## config.mk

```make
export PLATFORM = sky130hd
export DESIGN_NAME = pic_addsub_sequencer
export DESIGN_NICKNAME = d
export VERILOG_FILES = /design/src/rtl/pic_alu_pkg.sv /design/src/rtl/pic_status_flags.sv /design/src/rtl/pic_addsub_sequencer.sv
export SDC_FILE = /design/constraint.sdc
export NUM_CORES = 1
export LEC_CHECK = 0
export ABC_AREA = 1
export ABC_CLOCK_PERIOD_IN_PS = 1400
export BUFFER_PORTS_ARGS = -buffer_cell sky130_fd_sc_hd__clkbuf_2
export CAP_MARGIN = 20
export CORE_ASPECT_RATIO = 2
export CORE_MARGIN = 1
export CORE_UTILIZATION = 49
export CTS_CLUSTER_SIZE = 28
export DETAILED_ROUTE_END_ITERATION = 6
export MAX_ROUTING_LAYER = met4
export PLACE_DENSITY = 0.79
export SKIP_LAST_GASP = 1
export SLEW_MARGIN = 20
export SYNTH_ARGS = -nofsm -noshare
export SYNTH_HDL_FRONTEND = slang
export SYNTH_SLANG_ARGS = --single-unit
```

## constraint.sdc

```tcl
create_clock -name clk -period 1.4 [get_ports clk]
set_input_delay 0.21 -clock clk [delete_from_list [all_inputs] [get_ports clk]]
set_output_delay 0.21 -clock clk [all_outputs]
set_load 0.005 [all_outputs]
```

## src/rtl/pic_alu_pkg.sv

```systemverilog
// Shared ALU definitions: sequencer states, adder OP encodings and status-bit positions.
package pic_alu_pkg;

  typedef enum logic [1:0] {
    ST_IDLE    = 2'd0,
    ST_SETTLE  = 2'd1,
    ST_CAPTURE = 2'd2,
    ST_WB      = 2'd3
  } seq_state_t;

  localparam logic OP_ADD = 1'b0;
  localparam logic OP_SUB = 1'b1;

  localparam int STAT_C  = 0;
  localparam int STAT_DC = 1;
  localparam int STAT_Z  = 2;
  localparam int STAT_W  = 3;

endpackage

```

## src/rtl/pic_status_flags.sv

```systemverilog
// Combinational PIC C/DC/Z derivation from an adder result and its operands.
module pic_status_flags
  import pic_alu_pkg::*;
(
  input  logic [7:0]        sum,
  input  logic              cout,
  input  logic              a4,
  input  logic              b4,
  input  logic              op,
  output logic [STAT_W-1:0] flags
);

  // Only bit 4 of the operands matters: DC is the carry into bit 4, recovered
  // from the sum bit and the (possibly inverted) operand bits.
  always_comb begin
    flags          = '0;
    flags[STAT_C]  = cout;
    flags[STAT_DC] = sum[4] ^ a4 ^ (b4 ^ op);
    flags[STAT_Z]  = (sum == 8'h00);
  end

endmodule

```

## src/rtl/pic_addsub_sequencer.sv

```systemverilog
// Sequencer around the external 8-bit ripple add/sub unit: owns W and the C/DC/Z
// flags, holds adder operands for a programmable settle time, then captures.
module pic_addsub_sequencer
  import pic_alu_pkg::*;
#(
  parameter int         SETTLE_CYCLES = 2,
  parameter logic [7:0] W_RESET       = 8'h00
) (
  input  logic       clk,
  input  logic       rst_n,
  input  logic       req_valid,
  output logic       req_ready,
  input  logic       req_op,
  input  logic       req_ldw,
  input  logic       req_d,
  input  logic [7:0] req_f,
  output logic [7:0] add_a,
  output logic [7:0] add_b,
  output logic       add_op,
  input  logic [7:0] add_sum,
  input  logic       add_cout,
  output logic       wb_valid,
  input  logic       wb_ready,
  output logic [7:0] wb_data,
  output logic [7:0] w_q,
  output logic       status_c,
  output logic       status_dc,
  output logic       status_z,
  output logic       busy
);

  localparam logic [3:0] SETTLE_LOAD = 4'(SETTLE_CYCLES - 1);

  seq_state_t        state_reg, state_next;
  logic [3:0]        cnt_reg;
  logic [7:0]        f_reg, w_reg, wb_data_reg;
  logic              op_reg, d_reg;
  logic              c_reg, dc_reg, z_reg;
  logic              accept;
  logic [STAT_W-1:0] flags;

  always_ff @(posedge clk or negedge rst_n) begin
    if (!rst_n) state_reg <= ST_IDLE;
    else        state_reg <= state_next;
  end

  // Ready and valid are pure state decodes; no path from req_valid or wb_ready.
  always_comb begin
    state_next = state_reg;
    req_ready  = 1'b0;
    wb_valid   = 1'b0;
    accept     = 1'b0;
    case (state_reg)
      ST_IDLE: begin
        req_ready = 1'b1;
        accept    = req_valid;
        if (req_valid && !req_ldw) state_next = ST_SETTLE;
      end
      ST_SETTLE:  if (cnt_reg == 4'd0) state_next = ST_CAPTURE;
      ST_CAPTURE: state_next = d_reg ? ST_WB : ST_IDLE;
      ST_WB: begin
        wb_valid = 1'b1;
        if (wb_ready) state_next = ST_IDLE;
      end
      default: state_next = ST_IDLE;
    endcase
  end

  pic_status_flags u_flags (
    .sum   (add_sum),
    .cout  (add_cout),
    .a4    (f_reg[4]),
    .b4    (w_reg[4]),
    .op    (op_reg),
    .flags (flags)
  );

  always_ff @(posedge clk or negedge rst_n) begin
    if (!rst_n) begin
      cnt_reg     <= 4'd0;
      f_reg       <= 8'h00;
      op_reg      <= OP_ADD;
      d_reg       <= 1'b0;
      w_reg       <= W_RESET;
      wb_data_reg <= 8'h00;
      c_reg       <= 1'b0;
      dc_reg      <= 1'b0;
      z_reg       <= (W_RESET == 8'h00);
    end else begin
      if (accept) begin
        if (req_ldw) begin
          w_reg <= req_f;
          z_reg <= (req_f == 8'h00);
        end else begin
          f_reg   <= req_f;
          op_reg  <= req_op;
          d_reg   <= req_d;
          cnt_reg <= SETTLE_LOAD;
        end
      end
      if (state_reg == ST_SETTLE && cnt_reg != 4'd0) cnt_reg <= cnt_reg - 4'd1;
      if (state_reg == ST_CAPTURE) begin
        c_reg  <= flags[STAT_C];
        dc_reg <= flags[STAT_DC];
        z_reg  <= flags[STAT_Z];
        if (d_reg) wb_data_reg <= add_sum;
        else       w_reg       <= add_sum;
      end
    end
  end

  // W feeds the adder B port directly; it cannot change while busy.
  assign add_a     = f_reg;
  assign add_b     = w_reg;
  assign add_op    = op_reg;
  assign wb_data   = wb_data_reg;
  assign w_q       = w_reg;
  assign status_c  = c_reg;
  assign status_dc = dc_reg;
  assign status_z  = z_reg;
  assign busy      = !req_ready;

endmodule
```

# Word level (Yosys, flattened, before mapping)
# Index checks and enable logic that the tools add are counted.
op_classes:
  add_sub_neg: 1
  n_eq_ne: 7
  muxes: 18
  bitwise_logic: 4
  n_reduce_logical: 17
op_table:
  columns: ["operator", "n"]
  rows:
  - ["8-bit 2-to-1 mux", 4]
  - ["8-bit logical NOT", 2]
  - ["4-bit 2-to-1 mux", 3]
  - ["2-bit 2-to-1 mux", 4]
  - ["2-bit case mux with 4 select lines", 1]
  - ["2-bit AND reduction", 4]
  - ["1-bit 2-to-1 mux", 6]
  - ["2-bit inequality test, second input constant", 3]
  - ["2-bit nonzero test", 3]
  - ["2-bit equality test, second input constant", 2]
  - ["4-bit logical NOT", 1]
  - ["4-bit nonzero test", 1]
  - ["4-bit by 1-bit subtractor with 4-bit output, second input constant", 1]
  - ["3-bit AND reduction", 1]
  - ["1-bit bitwise XOR", 3]
  - ["2-bit by 1-bit equality test with 1-bit output, second input constant", 1]
  - ["1-bit logical AND", 2]
  - ["1-bit logical NOT", 2]
  - ["2-bit logical NOT", 1]
  - ["2-bit by 1-bit inequality test with 1-bit output, second input constant", 1]
  - ["1-bit inverter", 1]
word_totals:
  ff_bits: 35
  inputBits: 24
  output_inout_bits: 39

# Longest topological paths before layout
# Gate-level depths: netlist of the first run.
depth:
  ltp_word: 5
  mapped_depth: 9

# Modules after synthesis
# Synthesis of the first run repeated with hierarchy kept, for this count alone.
unflattened:
  hier_cells: 236
  hier_area_um2: 1836.8
by_module_without_submodules:
  columns: ["mod", "instances", "cells_each", "area_each_um2", "seq_area_each_um2"]
  rows:
  - ["pic_addsub_sequencer", 1, 209, 1731.7, 877.1]
  - ["pic_status_flags", 1, 27, 105.1, 0.0]

# Worst setup path before layout of the first run
# No wires, ideal clock.
synth_path:
  path_type: "reg-to-reg"
  from: "register cnt_reg[0]"
  to: "register cnt_reg[0]"
  t_arrival_ns: 1.103
  required_time_ns: 1.273
  setup_slack_ns: 0.169
  path_stages_with_launch: 10
  path_buffers: 0
  synth_period_minus_slack_ns: 1.231
  cell_sequence: "dfrtp_1 -> inv_1 -> ha_1 -> inv_1 -> nor2_1 -> nand2_1 -> nand2_1 -> nand2_1 -> nand2_1 -> o21ai_0"
synth_between:
  elab_chain_len: 4
  word_cells_on_any_way: 7
  classes_between: "add/sub (1); eq/ne (1); mux (1); reduce/logical (4)"
synth_rtl:
  columns: ["item", "line_no", "text"]
  rows:
  - ["start: declaration", "pic_addsub_sequencer.sv:35", "logic [3:0] cnt_reg;"]
  - ["start signal: assignment", "pic_addsub_sequencer.sv:101", "if (state_reg == ST_SETTLE && cnt_reg != 4'd0) cnt_reg <= cnt_reg - 4'd1;"]
  - ["branches (longest 4 deep; another with 4-bit by 1-bit subtractor with 4-bit output)", null, null]
# Parallel ways; which one is timed is not known.
# A chain may end at the register's enable or synchronous reset.

# Worst setup path in the final report of the first run
layout_path:
  from: "register state_reg[1]"
  to: "output req_ready"
layout_between:
  elab_chain_len: 2
layout_rtl:
  columns: ["item", "line_no", "text"]
  rows:
  - ["start: declaration", "pic_addsub_sequencer.sv:34", "seq_state_t state_reg, state_next;"]
  - ["start signal: assignment", "pic_addsub_sequencer.sv:44", "else state_reg <= state_next;"]
  - ["2-bit logical NOT", "pic_addsub_sequencer.sv:53", "case (state_reg)"]
  - ["1-bit 2-to-1 mux", "pic_addsub_sequencer.sv:53", null]
  - ["end: declaration", "pic_addsub_sequencer.sv:12", "output logic req_ready,"]
# Every way passes these cells.

==> results.py, run 1 <==
metrics = {
    "timing": {
        "hold_slack_ns": 0.1144,
        "fin_crit_ns": 1.366,
        "worst_pin_slew_ns": 0.3486,
        "maxSlewViolCount": 0,
        "fin_crit_sh_pct": 97.55,
        "skew_ns": 0.003512,
        "setup_viol": 0,
        "hold_viol": 0,
        "timing.fmax_mhz": 732.2,
        "slew_headroom_pct": 76.68,
        "rsz0062_at_grt": "true",
        "setup_tns_ns": 0,
        "fin_ws_ns": 0.03424,
    },
    "critical_path": {
        "cp.required_ns": 1.19,
        "cp_slowest_cell": "dfrtp_2",
        "end_kind": "primary output",
        "r2r-start": "cnt_reg[0]",
        "critPathBufInv": 2,
        "crit_chain": "nor2_2, buf_4, clkbuf_2",
        "startpoint": "state_reg[1]",
        "path_delay_family": "flip-flops",
        "path_class": "reg2out",
        "max_stage_delay_ns": 0.44,
        "critPathMaxFanout": 7,
        "worstSetupStartpointType": "flip-flop",
        "cp.arrival_ns": 1.16,
    },
    "placement": {
        "place_inst": 318,
        "place_congestion": 0.8477,
        "io_buffers": 62,
        "dpl.hpwl_mm": 2.951,
        "place_ws_ns": 0.02457,
        "dpl_cell_area_sq_um": 2100,
    },
    "synthesis": {
        "yosys-top-cells-count": "nand2_1 (65), dfrtp_1 (34), inv_1 (24)",
        "synth_edf_count": 0,
        "yosys_warnings": 0,
        "syn_avg_cell_area_sq_um": 8.246,
        "synth_flop_cell": "dfrtp_1",
        "seq_area_frac_synth_pct": 49.47,
        "ys_types": 22,
        "synth_area_leaders": "dfrtp_1 (48%), nand2_1 (14%), o21ai_2 (5.4%), o21ai_0 (5.4%), inv_1 (5.1%)",
        "yosysTopAreaCellShare_pct": 47.99,
        "synth_most_common_cell": "nand2_1",
        "async_flop_share_pct": 100.0,
        "synth_fp_nets": 240,
        "synth_area_sq_um": 1773,
        "ys_seq_elements": 35,
        "synth_area_leader_cell": "dfrtp_1",
        "synthCells": 215,
    },
    "clock_tree": {
        "clock_path_buffers": 2,
        "cts_tree": "yes",
        "cts_root_buf": "clkbuf_8",
        "cts_buffers": 5,
        "htree_levels": 2,
        "clk_pin_slew_ns": 0.07,
        "clock_latency_ns": 0.29,
        "clock-sinks": 35,
    },
    "detailed_routing": {
        "via_per_inst": 4.816,
        "num_vias": 1599,
        "drc": 0,
        "drtIter0Drc": 38,
        "drtPass1Iterations": 4,
        "drt-total-wl_mm": 4.084,
        "wire_per_inst_microns": 12.30,
        "ant_nets": 0,
    },
    "finish": {
        "regArea_sq_um": 879.6,
        "n_fill_cell": 311,
        "antenna_cells": 0,
        "drive_above_1_share_pct": 38.38,
        "final_cell_area_sq_um": 2293,
        "stdcell_count": 332,
        "multi_input_area_sq_um": 726.9,
        "fin_util_pct": 67.14,
        "finalNetCount": 308,
        "syn2layout_area_growth_pct": 29.36,
    },
    "pwr": {
        "irDropWorstVdd_mv": 1.320,
        "p_clk_share_pct": 18.8,
        "swShare_pct": 38.04,
        "leakage_nw": 1.247,
        "comb_power_share_pct": 43.8,
        "p_seq_share_pct": 37.4,
        "pwr_density_cell_nw_per_um2": 2187,
        "power_switching_mw": 1.908,
        "totalPowerFinal_mw": 5.016,
        "p_int_mw": 3.108,
    },
    "die": {
        "initial_utilization_pct": 51.90,
        "fp.dieH_microns": 87.07,
        "die_area_sq_um": 3877,
        "io_pins": 63,
        "die_x_microns": 44.54,
        "row_count": 30,
        "coreArea_sq_um": 3416,
    },
    "outcome": {
        "status": "finished clean",
    },
    "min_path": {
        "min_path_type": "in2reg",
        "min-delay-start": "add_cout",
    },
    "global_routing": {
        "grt_start_max_net_pins": 36,
        "grt_pass1_wl_mm": 6.706,
        "overflow": 0,
        "grt_pass1_vias": 1574,
        "grt_usage_pct": 24.48,
        "antenna_found_initial": 0,
    },
    "job": {
        "maxCapViolCount": 0,
    },
}
kinds of logic after synthesis:
group / Yosys count / share of synthesized area (%)
buffers and inverters: 38 / 10.80
AOI/OAI and AO/OA: 33 / 11.71
xor gates and xnor gates: 3 / 1.482
DFF: 35 / 49.47
adders and majority gates: 1 / 0.7056
and+or+nand+nor: 105 / 25.83
tightest hold or removal path: stages:
cell and delay (ns):
clkbuf_2 0.08, nand2_1 0.04, nand2_1 0.04
final timing paths:
check                             endpoint  slack, ns  cells after the start
worst max-delay path             req_ready       0.03                      3
worst min-delay path              status_c       0.11                      3
worst max register to register  cnt_reg[0]       0.06                      9
worst min register to register    status_z       0.47                      2
max in group asynchronous         status_z       0.73                      3
min in group asynchronous       cnt_reg[0]       0.42                      3
routing by layer:
metal	GRT usage (%)	wire length [microns]	part of all wire, %	vias up
met5	-	0	0	-
met3	4.979	185	4.5	13
li1	-	-	-	805
met4	14.33	132	3.2	0
met1	25.71	1531	37	735
met2	40.78	2234	55	46
power groups by stage:
stage	clock, mW	sequential, mW	combinational (mW)
2_1_floorplan	0	1.85	1.32
3_5_place_dp	0	1.88	1.99
6_report	0.942	1.88	2.20
5_1_grt	0.993	1.95	2.49
4_1_cts	0.958	1.87	2.03
3_3_place_gp	0	1.87	1.94
cell usage in the layout (no fill, tap or decap):
master,count
nor2_4,3
nand3_1,10
nand2_4,1
bufinv_16,1
or2_2,1
o22ai_1,1
nand2_2,3
nor3_1,7
buf_6,1
xnor2_1,2
ha_4,1
clkbuf_2,62
dfstp_2,1
buf_12,1
nor2_1,11
nand2_1,64
nor2_2,2
clkbuf_8,6
buf_4,8
dlygate4sd3_1,1
inv_2,4
dfrtp_2,2
inv_1,22
xor2_1,1
nand4_1,3
o21ai_0,17
o21ai_1,4
clkinv_2,1
o21ai_2,11
dfrtp_1,32
final cells by class:
class | count | share of cell area [%]
flip-flops and latches | 35 | 38.35
multi-input cells | 142 | 31.70
repair buffers | 73 | 17.95
inverters | 26 | 4.255
clock buffers | 6 | 3.601
well taps | 48 | 2.619
clock inverters | 2 | 1.528
repair_timing:
item	in CTS	in global routing
endpoints found under the setup margin	2	8
hold buffers	1	0
buffers inserted	0	5
pin swaps	0	2
hold endpoints to repair	34	0
resized for setup	2	10
No activity file was read; power rests on OpenSTA's default activity.
==> run 2: changes to the inputs <==
--- a/config.mk
+++ b/config.mk
@@ -7,15 +7,15 @@
 export LEC_CHECK = 0
 export ABC_AREA = 1
 export ABC_CLOCK_PERIOD_IN_PS = 1400
-export BUFFER_PORTS_ARGS = -buffer_cell sky130_fd_sc_hd__clkbuf_2
 export CAP_MARGIN = 20
 export CORE_ASPECT_RATIO = 2
-export CORE_MARGIN = 1
-export CORE_UTILIZATION = 49
+export CORE_MARGIN = 3
+export CORE_UTILIZATION = 54
 export CTS_CLUSTER_SIZE = 28
 export DETAILED_ROUTE_END_ITERATION = 6
+export DONT_BUFFER_PORTS = 1
 export MAX_ROUTING_LAYER = met4
-export PLACE_DENSITY = 0.79
+export PLACE_DENSITY = 0.69
 export SKIP_LAST_GASP = 1
 export SLEW_MARGIN = 20
 export SYNTH_ARGS = -nofsm -noshare
==> results.py, run 2 (synthesized netlist as in run 1, its figures left out) <==
metrics = {
    "outcome": {
        "status": "finished clean",
    },
    "placement": {
        "place_ws_ns": -0.07487,
        "io_buffers": 0,
        "dpl.hpwl_mm": 2.920,
        "place_congestion": 0.7761,
    },
    "finish": {
        "layout_commonest_cell": "nand2_1",
        "drive_above_1_share_pct": 22.52,
        "mostFrequentLayoutCells": "nand2_1 (63), dfrtp_1 (33), inv_1 (20)",
        "fin_util_pct": 64.37,
        "syn2layout_area_growth_pct": 10.66,
        "antenna_cells": 0,
        "finalNetCount": 246,
    },
    "critical_path": {
        "cp_slowest_cell": "dfrtp_1",
        "path_class": "reg2out",
        "path_delay_family": "flip-flops",
        "cp.required_ns": 1.19,
        "critPathBufInv": 2,
        "worstSetupPathDepth": 3,
        "reg2reg_depth": 9,
        "cp.arrival_ns": 1.12,
        "crit_chain": "inv_2, nand2_2, buf_4",
        "worstSetupStartpointType": "flip-flop",
        "end_kind": "primary output",
        "max_stage_delay_ns": 0.44,
        "critPathMaxFanout": 6,
    },
    "global_routing": {
        "grt_pass1_wl_mm": 6.292,
        "overflow": 0,
        "grt_usage_pct": 22.01,
        "grt_pass1_vias": 1437,
        "grt_start_max_net_pins": 36,
        "antenna_found_initial": 0,
    },
    "detailed_routing": {
        "drtIter0Drc": 60,
        "num_vias": 1376,
        "wire_per_inst_microns": 15.88,
        "via_per_inst": 5.460,
        "drc": 0,
        "ant_nets": 0,
        "drtPass1Iterations": 4,
        "drt-total-wl_mm": 4.001,
    },
    "timing": {
        "hold_slack_ns": 0.03674,
        "worst_pin_slew_ns": 0.3784,
        "fin_ws_ns": 0.06561,
        "timing.fmax_mhz": 749.4,
        "hold_viol": 0,
        "fin_crit_sh_pct": 95.31,
        "skew_ns": 0.008593,
        "setup_tns_ns": 0,
        "fin_crit_ns": 1.334,
        "slew_headroom_pct": 74.68,
        "setup_viol": 0,
        "maxSlewViolCount": 0,
    },
    "clock_tree": {
        "cts_tree": "yes",
        "clock_latency_ns": 0.28,
        "cts_buffers": 5,
        "clock_path_buffers": 2,
        "htree_levels": 2,
        "clock-sinks": 35,
        "cts_root_buf": "clkbuf_8",
        "clk_pin_slew_ns": 0.07,
    },
    "die": {
        "row_count": 28,
        "initial_utilization_pct": 58.17,
        "die_area_sq_um": 4048,
        "coreArea_sq_um": 3048,
        "die_x_microns": 46.52,
        "io_pins": 63,
        "fp.dieH_microns": 87.03,
    },
    "job": {
        "maxCapViolCount": 0,
    },
    "min_path": {
        "min_path_type": "in2reg",
        "whs_path_depth": 2,
    },
    "pwr": {
        "leakage_nw": 0.9853,
        "pwr_density_cell_nw_per_um2": 2330,
        "irDropWorstVdd_mv": 1.417,
    },
}
==> run 2: cell count changes in the layout (fill, tap and decap cells not counted), sizes merged <==
cell,previous run,this run
clkbuf,68,6
==> run 2: cell type report <==
class,instances,area (sq um)
fill,274,1086
clock inverter,2,35.03
sequential,35,878.3
tap,30,37.54
inverter,26,97.59
timing repair buffer,11,97.59
multi-input combinational,142,733.2
clock buffer,6,82.58
==> run 2: routing by layer <==
metal | track usage [%] | part of all wire, % | vias up | wire length [microns]
met5 | - | 0 | - | 0
met4 | 9.585 | 3.2 | 0 | 129
met3 | 6.625 | 8.7 | 10 | 347
met2 | 35.93 | 53 | 62 | 2106
met1 | 23.56 | 35 | 620 | 1418
li1 | - | - | 684 | -
==> run 2: repair_timing <==
action / 4_1_cts / 5_1_grt
pin swaps: 0 / 2
gates resized for setup: 5 / 10
hold buffers: 2 / 0
buffers inserted: 0 / 4
gates cloned: 0 / 0
hold endpoints to repair: 35 / 0
setup endpoints to repair: 4 / 7
==> run 2: worst reg2reg max path: cells and delay by family (launching register included) <==
kind	cells	cell delay, ns
buf+inv	3	0.21
simple gates	3	0.32
fa+ha+maj	1	0.14
flops	1	0.37
compound gates	2	0.16
==> run 2: power by group <==
group / total (mW) / leakage [nW] / internal (mW) / switching (mW)
Sequential: 1.99 / 0.422 / 1.50 / 0.485
Clock: 0.931 / 0.0612 / 0.576 / 0.355
Combinational: 1.65 / 0.502 / 0.678 / 0.973
Total: 4.57 / 0.985 / 2.76 / 1.81
==> run 2: final timing paths <==
check                                   from         end  slack [ns]
worst max-delay path            state_reg[1]        busy        0.07
worst min-delay path                add_cout    status_c        0.04
worst max register to register    cnt_reg[1]  cnt_reg[2]        0.07
worst min register to register      status_z    status_z        0.49
max in group asynchronous              rst_n    status_z        0.78
min in group asynchronous              rst_n    add_b[5]        0.37
==> run 2: through the flow <==
step                instances  cell area [sq um]  total power [mW]
detailed placement        238               1754             3.390
global placement          238               1754             3.278
finish                    252               1962             4.572
CTS                       248               1907             4.401
global route              252               1962             4.947
floorplan                 215               1773             3.177
